$ cat src/rtl/node_in_buf.sv
// node_in_buf: credit-managed flit buffer between the router's local output
// port and a neuromorphic node's flit_in/credit_out pair.
// A 2^B-entry FIFO absorbs router bursts. Flits go to the node only while
// downstream credits remain. One credit returns upstream for each flit popped.
// Optional statistics counters are enabled by defining NODE_IN_BUF_STAT_EN.
module node_in_buf #(
    parameter int FW       = 59,
    parameter int B        = 4,
    parameter int DN_DEPTH = 4
) (
    input  logic          clk,
    input  logic          rst,
    input  logic          up_flit_in_wr,
    input  logic [FW-1:0] up_flit_in,
    output logic          up_credit_out,
    output logic          dn_flit_out_wr,
    output logic [FW-1:0] dn_flit_out,
    input  logic          dn_credit_in,
    output logic [B:0]    occupancy,
    output logic          ovf_err,
    output logic          cred_err,
    output logic [31:0]   stat_flit_cnt,
    output logic [15:0]   stat_drop_cnt
);

    localparam int D = 1 << B;
    localparam logic [7:0] DN_INIT = 8'(DN_DEPTH);
    localparam logic [B:0] ONE     = {{B{1'b0}}, 1'b1};

    logic [FW-1:0] mem [D];
    logic [B:0]    wr_ptr;
    logic [B:0]    rd_ptr;
    logic [7:0]    dn_cred;
    logic [7:0]    dn_cred_next;
    logic          cred_err_set;
    logic [B:0]    occ_next;

    logic empty;
    logic full;
    logic pop;
    logic accept;

    // Full is judged on the pre-pop pointers. A pop in the same cycle still
    // frees a slot, so a write into a full FIFO is accepted when a pop happens.
    assign empty  = (wr_ptr == rd_ptr);
    assign full   = (wr_ptr[B] != rd_ptr[B]) && (wr_ptr[B-1:0] == rd_ptr[B-1:0]);
    assign pop    = !empty && (dn_cred != 8'd0);
    assign accept = up_flit_in_wr && (!full || pop);

    // Downstream credit bookkeeping. A pop and a returned credit in the same
    // cycle cancel out. A surplus credit with no pop flags cred_err and is dropped.
    always_comb begin
        dn_cred_next = dn_cred;
        cred_err_set = 1'b0;
        case ({pop, dn_credit_in})
            2'b10: dn_cred_next = dn_cred - 8'd1;
            2'b01: begin
                if (dn_cred == DN_INIT) begin
                    cred_err_set = 1'b1;
                end else begin
                    dn_cred_next = dn_cred + 8'd1;
                end
            end
            default: dn_cred_next = dn_cred;
        endcase
    end

    // Entry count after this edge, tracked alongside the pointers.
    always_comb begin
        occ_next = occupancy;
        case ({accept, pop})
            2'b10:   occ_next = occupancy + ONE;
            2'b01:   occ_next = occupancy - ONE;
            default: occ_next = occupancy;
        endcase
    end

    // Storage array. It has no reset because the pointers decide which
    // entries are live.
    always_ff @(posedge clk) begin
        if (accept) begin
            mem[wr_ptr[B-1:0]] <= up_flit_in;
        end
    end

    // Pointers, credits, registered outputs and sticky error flags.
    always_ff @(posedge clk or posedge rst) begin
        if (rst) begin
            wr_ptr         <= '0;
            rd_ptr         <= '0;
            dn_cred        <= DN_INIT;
            occupancy      <= '0;
            dn_flit_out_wr <= 1'b0;
            dn_flit_out    <= '0;
            up_credit_out  <= 1'b0;
            ovf_err        <= 1'b0;
            cred_err       <= 1'b0;
        end else begin
            dn_flit_out_wr <= pop;
            up_credit_out  <= pop;
            if (pop) begin
                dn_flit_out <= mem[rd_ptr[B-1:0]];
                rd_ptr      <= rd_ptr + ONE;
            end
            if (accept) begin
                wr_ptr <= wr_ptr + ONE;
            end
            if (up_flit_in_wr && !accept) begin
                ovf_err <= 1'b1;
            end
            if (cred_err_set) begin
                cred_err <= 1'b1;
            end
            dn_cred   <= dn_cred_next;
            occupancy <= occ_next;
        end
    end

`ifdef NODE_IN_BUF_STAT_EN
    logic [31:0] flit_cnt_q;
    logic [15:0] drop_cnt_q;
    logic        drop;

    assign drop = up_flit_in_wr && !accept;

    // Accepted-flit count wraps. Dropped-flit count saturates.
    always_ff @(posedge clk or posedge rst) begin
        if (rst) begin
            flit_cnt_q <= '0;
            drop_cnt_q <= '0;
        end else begin
            if (accept) begin
                flit_cnt_q <= flit_cnt_q + 32'd1;
            end
            if (drop && (drop_cnt_q != 16'hFFFF)) begin
                drop_cnt_q <= drop_cnt_q + 16'd1;
            end
        end
    end

    assign stat_flit_cnt = flit_cnt_q;
    assign stat_drop_cnt = drop_cnt_q;
`else
    assign stat_flit_cnt = '0;
    assign stat_drop_cnt = '0;
`endif

endmodule

$ cat config.mk
export PLATFORM = sky130hd
export DESIGN_NAME = node_in_buf
export DESIGN_NICKNAME = d
export VERILOG_FILES = /design/src/rtl/node_in_buf.sv
export SDC_FILE = /design/constraint.sdc
export NUM_CORES = 1
export LEC_CHECK = 0
export ABC_CLOCK_PERIOD_IN_PS = 19700
export CAP_MARGIN = 25
export CORE_UTILIZATION = 25
export DETAILED_ROUTE_END_ITERATION = 8
export DONT_BUFFER_PORTS = 1
export GPL_ROUTABILITY_DRIVEN = 0
export PLACE_DENSITY = 0.41
export SLEW_MARGIN = 5
export SYNTH_ARGS = -nofsm -noshare
export SYNTH_HDL_FRONTEND = slang
export SYNTH_SLANG_ARGS = --single-unit
$ cat constraint.sdc
create_clock -name clk -period 19.7 [get_ports clk]
set_clock_uncertainty 0.15 [all_clocks]
set_input_delay 0.985 -clock clk [delete_from_list [all_inputs] [get_ports clk]]
set_output_delay 0.985 -clock clk [all_outputs]
set_load 0.02 [all_outputs]
* Word level (Yosys, flattened, before mapping)
Memories as Yosys holds them, arrays and structs flattened. A register that Yosys moved wholly into a read port is not among the register bits.
Index checks and enable logic that the tools add are counted.
** Word-level totals
- Register bits after elaboration :: 26
- Bits in writable memories :: 944
- Input bits :: 63
- Output and inout bits :: 116
- Word-level logic and storage cells :: 42
- Memories :: 1
** Memory list
- mem :: words 16, bits a word 59, rd ports 1, clocked after memory_dff 1, wr ports 1, line 30 : logic [FW-1:0] mem [D];
** Cells by class
- $add $sub $neg :: 6
- Equality and inequality tests :: 9
- Multiplexer cells :: 7
- Reduce and logical (&&, ||, !) cells :: 12
** Operators with widths (count)
- 8-bit case mux with 2 select lines :: 1
- 5-bit by 1-bit adder with 5-bit output, second input constant :: 3
- 5-bit case mux with 2 select lines :: 1
- 8-bit by 1-bit adder with 8-bit output, second input constant :: 1
- 8-bit by 3-bit equality test with 1-bit output, second input constant :: 1
- 8-bit 2-to-1 mux :: 1
- 8-bit nonzero test :: 1
- 8-bit by 1-bit subtractor with 8-bit output, second input constant :: 1
- 5-bit equality test :: 1
- 5-bit by 1-bit subtractor with 5-bit output, second input constant :: 1
- 2-bit by 1-bit equality test with 1-bit output, second input constant :: 2
- 2-bit equality test, second input constant :: 2
- 4-bit equality test :: 1
- 1-bit logical AND :: 4
- 1-bit 2-to-1 mux :: 4
- 2-bit nonzero test :: 2
- 1-bit zero test :: 3
- 2-bit inequality test, second input constant :: 1
- 2-bit AND reduction :: 1
- 1-bit logical OR :: 1
- 1-bit inequality test :: 1

* Longest topological paths before layout
- Depth in word-level cells :: 7
- Gate-level depth with buffers :: 13
- Depth with buffers taken out :: 12

* Least setup slack after synthesis
No wires, ideal clock.
- Path type :: in2reg
- From :: in up_flit_in_wr
- To :: mem mem[0][0] (enable)
- Library setup time :: 0.622 ns
- Arrival :: 7.241 ns
- Required time :: 18.928 ns
- Setup slack :: 11.687 ns
- Cell stages on the path :: 4
- Buffers on the path :: 2
- Path through :: clkbuf_1 > clkbuf_1 > nand2_1 > nor4_1
** Between the ends
- Word-level cells in the longest chain between the ends :: 3
** RTL lines
- start, declared :: line 13 : input logic up_flit_in_wr,
- 1-bit logical AND :: line 48 : assign accept = up_flit_in_wr && (!full || pop);
- 1-bit 2-to-1 mux :: line 81 : if (accept) begin
- 1-bit 2-to-1 mux (implied by the code) :: line 82 : mem[wr_ptr[B-1:0]] <= up_flit_in;
- end, declared :: line 30
No other way between the ends.

* Final worst setup path
- From :: reg rd_ptr[1]
- To :: reg dn_cred[6]
** Between the ends
- Word-level cells in the longest chain between the ends :: 6
- Elaborated cells on any way between the ends :: 9
- Those cells by class :: eq/ne: 4; mux: 1; reduce/logical: 4
** RTL lines
- start, declared :: line 32 : logic [B:0] rd_ptr;
- start signal, assigned :: line 103 : rd_ptr <= rd_ptr + ONE;
- 5-bit equality test (*) :: line 45 : assign empty = (wr_ptr == rd_ptr);
- 1-bit zero test (*) :: line 47 : assign pop = !empty && (dn_cred != 8'd0);
- 1-bit logical AND (*) :: line 47
- 2-bit by 1-bit equality test with 1-bit output or 2-bit equality test (tied branches) :: line 55 : case ({pop, dn_credit_in})
- 2-bit inequality test (no source line) or 2-bit nonzero test (tied branches)
- 2-bit AND reduction (no source line)
- end signal, assigned :: line 114 : dn_cred <= dn_cred_next;
- end, declared :: line 33 : logic [7:0] dn_cred;
Mark *: on every way between the ends. The rest lies on a longest branch, timed or not.
A chain may end at the register's enable or synchronous reset.

==> flow_summary_export.csv <==
group,metric,value,unit
run_status,status,"complete, no violations",
grt,grt_pass1_wl,148,mm
floorplan,die_w,403,um
clock_network,clockRootBuffer,"clkbuf_16",
grt,grt_max_degree,150,
routing,post_drt_via_cell_ratio,4.37,
critical_path,startpoint_type,"register",
yosys,synth_area_per_cell,20.6,sq um
routing,drtIter0Drc,1223,
floorplan,io_pins,179,
routing,drt_wl_total,102,mm
grt,grt_pass1_vias,19912,
clock_network,worstSkewPairLatency,0.71,ns
critical_path,cp_data_required_time,20.13,ns
timing,min_period_over_period,23.6,%
critical_path,cp-end-kind,"register",
yosys,synth_seq_area_share,75.7,%
yosys,yosysWarnings,0,
timing,setup_slack,15.06,ns
timing,finalSetupViolations,0,
pwr,peakVddDrop,0.110,mV
clock_network,cts_tree,"yes",
critical_path,reg2reg_from,"rd_ptr[1]",
critical_path,worst-setup-path-type,"register to register",
floorplan,initial_core_util,25.3,%
final_layout,drive_gt1_share,24.9,%
hold_path,min_path_type,"input port to asynchronous set/reset pin",
clock_network,post-cts-setup-buffer-count,0,
final_layout,final-seq-area,0.0305,sq mm
final_layout,diodes,0,
timing,min_period,4.64,ns
job,maxCapViolations,0,
floorplan,coreArea,0.159,sq mm
timing,max_freq,215,MHz
yosys,synth_area,0.0402,sq mm
final_layout,mostFrequentLayoutCells,"944 x edfxtp_1, 236 x mux4_2, 109 x clkbuf_16",
critical_path,cp_data_arrival_time,5.08,ns
yosys,synth_edf_count,944,
clock_network,ctsResizeCount,0,
final_layout,fin_cells,4254,
clock_network,clk_path_buf_depth,3,
clock_network,ctsHoldBuffers,0,
final_layout,final_nets,2094,
clock_network,htree_levels,3,
routing,drc_errors,0,
place,dp_slack,14.85,ns
floorplan,die_y,403,um
routing,antenna_left,0,
yosys,async_reset_ff_share,8.26,%
yosys,synthCells,1957,
pwr,p_leak,14.6,nW
place,dpl.cell_count,4048,
routing,detail_route.wl_per_cell,24.1,um
timing,slew_headroom,25.4,%
floorplan,die_area,0.163,sq mm
pwr,p_per_area,147,mW/mm^2
timing,worst_pin_slew,1.12,ns
clock_network,path_clk_slew,0.06,ns
timing,drv_slew,0,
yosys,synth_seq_cells,1029,
routing,first_pass_iters,5,
place,port_buffers,0,
yosys,ys.flop_type,"edfxtp_1",
final_layout,final_common_cell,"edfxtp_1",
routing,via_count,18585,
place,dp_hpwl,52.0,mm
timing,hold_violations,0,
critical_path,path_max_fanout,41,
clock_network,cts_inserted_buffers,109,
grt,grt_overflow,0,
timing,rsz0062_at_grt,"no",
clock_network,cts.sinks,1029,
final_layout,multi_input_area,0.00919,sq mm
critical_path,startpoint,"rd_ptr[1]",
floorplan,row_count,146,
final_layout,syn_to_final_growth,15.1,%
final_layout,n_fill_cell,15470,
grt,antenna_found_initial,0,
grt,track_usage,12.7,%
timing,setup_tns,0,ns
yosys,synth.distinct_cells,55,
-- sequential cells by signal, indices dropped and copies added, names as in the netlist --
name	flops
ovf_err	1
dn_flit_out	59
cred_err	1
mem	944
dn_cred	8
dn_flit_out_wr	1
wr_ptr	5
occupancy	5
rd_ptr	5
-- power breakdown --
group,leakage [nW],switching [mW],internal (mW)
logic,3.35,1.01,0.833
clock network,1.70,0.841,1.17
registers,9.53,0.280,2.69
total,14.6,2.13,4.69
-- kinds of logic after synthesis --
kind of cell    count (synthesis)  share of synthesized area [%]
xor+xnor                       25                          0.544
simple gates                  186                           2.03
buf+inv                       160                           2.12
fa+ha+maj                      16                          0.535
mux                           359                           16.5
other cells                     1                        0.00932
compound gates                181                           2.59
flops                        1029                           75.7
-- cell usage after synthesis, types with 2 or more instances --
cell type	number	share of area (%)
nor4_1	7	0.11
clkbuf_1	49	0.46
o41ai_1	2	0.044
and3_1	2	0.031
nor2b_1	3	0.047
nand2b_1	6	0.093
a221o_1	3	0.075
o21ai_1	2	0.025
dfrtp_1	84	5.2
mux2_2	61	1.7
nand3_1	5	0.062
a22oi_1	3	0.056
nor3b_1	3	0.056
edfxtp_1	944	70
a311oi_1	2	0.044
nor3_1	14	0.17
buf_4	51	0.95
nand4_1	2	0.031
o21a_1	2	0.037
ha_1	14	0.44
xor2_1	12	0.26
fa_1	2	0.099
a211oi_1	5	0.093
xnor2_1	13	0.28
a31oi_1	2	0.031
mux2i_1	62	1.5
buf_1	6	0.056
a21o_1	4	0.075
buf_2	42	0.52
nand2_1	74	0.69
o22ai_1	3	0.047
a21oi_1	74	0.92
nor2_1	65	0.61
mux4_2	236	13
o21ai_0	69	0.86
inv_1	10	0.093
-- per-layer routing --
layer	GRT usage (%)	vias to the layer above	part of all wire, %
li1	-	7994	-
met1	16.1	10113	43
met2	21.4	352	49
met3	3.23	126	5.5
met4	3.51	0	1.9
met5	0	-	0
-- layout make-up --
cell class / count / share of cell area [%]
flip-flops and latches: 1029 / 65.8
multi-input cells: 815 / 19.8
clock buffers: 154 / 6.51
clock inverters: 50 / 1.00
repair buffers: 49 / 0.935
well taps: 2146 / 5.80
inverters: 11 / 0.0945
-- worst paths after layout --
kind                                  end  slack (ns)  depth (start not counted)
setup / recovery               dn_cred[6]       15.06                         11
hold / removal             dn_flit_out[8]        0.15                          1
setup reg to reg               dn_cred[6]       15.06                         11
hold reg to reg                dn_cred[7]        0.33                          1
max in group asynchronous       rd_ptr[2]       17.87                          2
min in group clk              mem[11][12]        0.22                          0
-- through the flow --
stage / utilization, % / cell area [sq um] / hold WS, ns / total power, mW
floorplan: - / 40400 / 0.293 / 4.34
global placement: 26.9 / 42800 / 0.322 / 4.91
detailed placement: 26.9 / 42800 / 0.318 / 4.94
CTS: 29.1 / 46300 / 0.0971 / 6.97
global route: 29.1 / 46300 / 0.143 / 7.19
finish: 29.1 / 46300 / 0.148 / 6.82
-- worst max-delay path: stages (launching register included) --
cell,delay [ns]
dfrtp_4,0.96
xor2_1,0.22
or4_4,0.60
o21ai_4,0.38
buf_4,0.45
nand2_1,0.30
ha_1,0.41
nor2b_1,0.16
a221oi_1,0.37
nand4_1,0.15
a311oi_1,0.29
nor3_1,0.07
No activity file was read; power rests on OpenSTA's default activity.
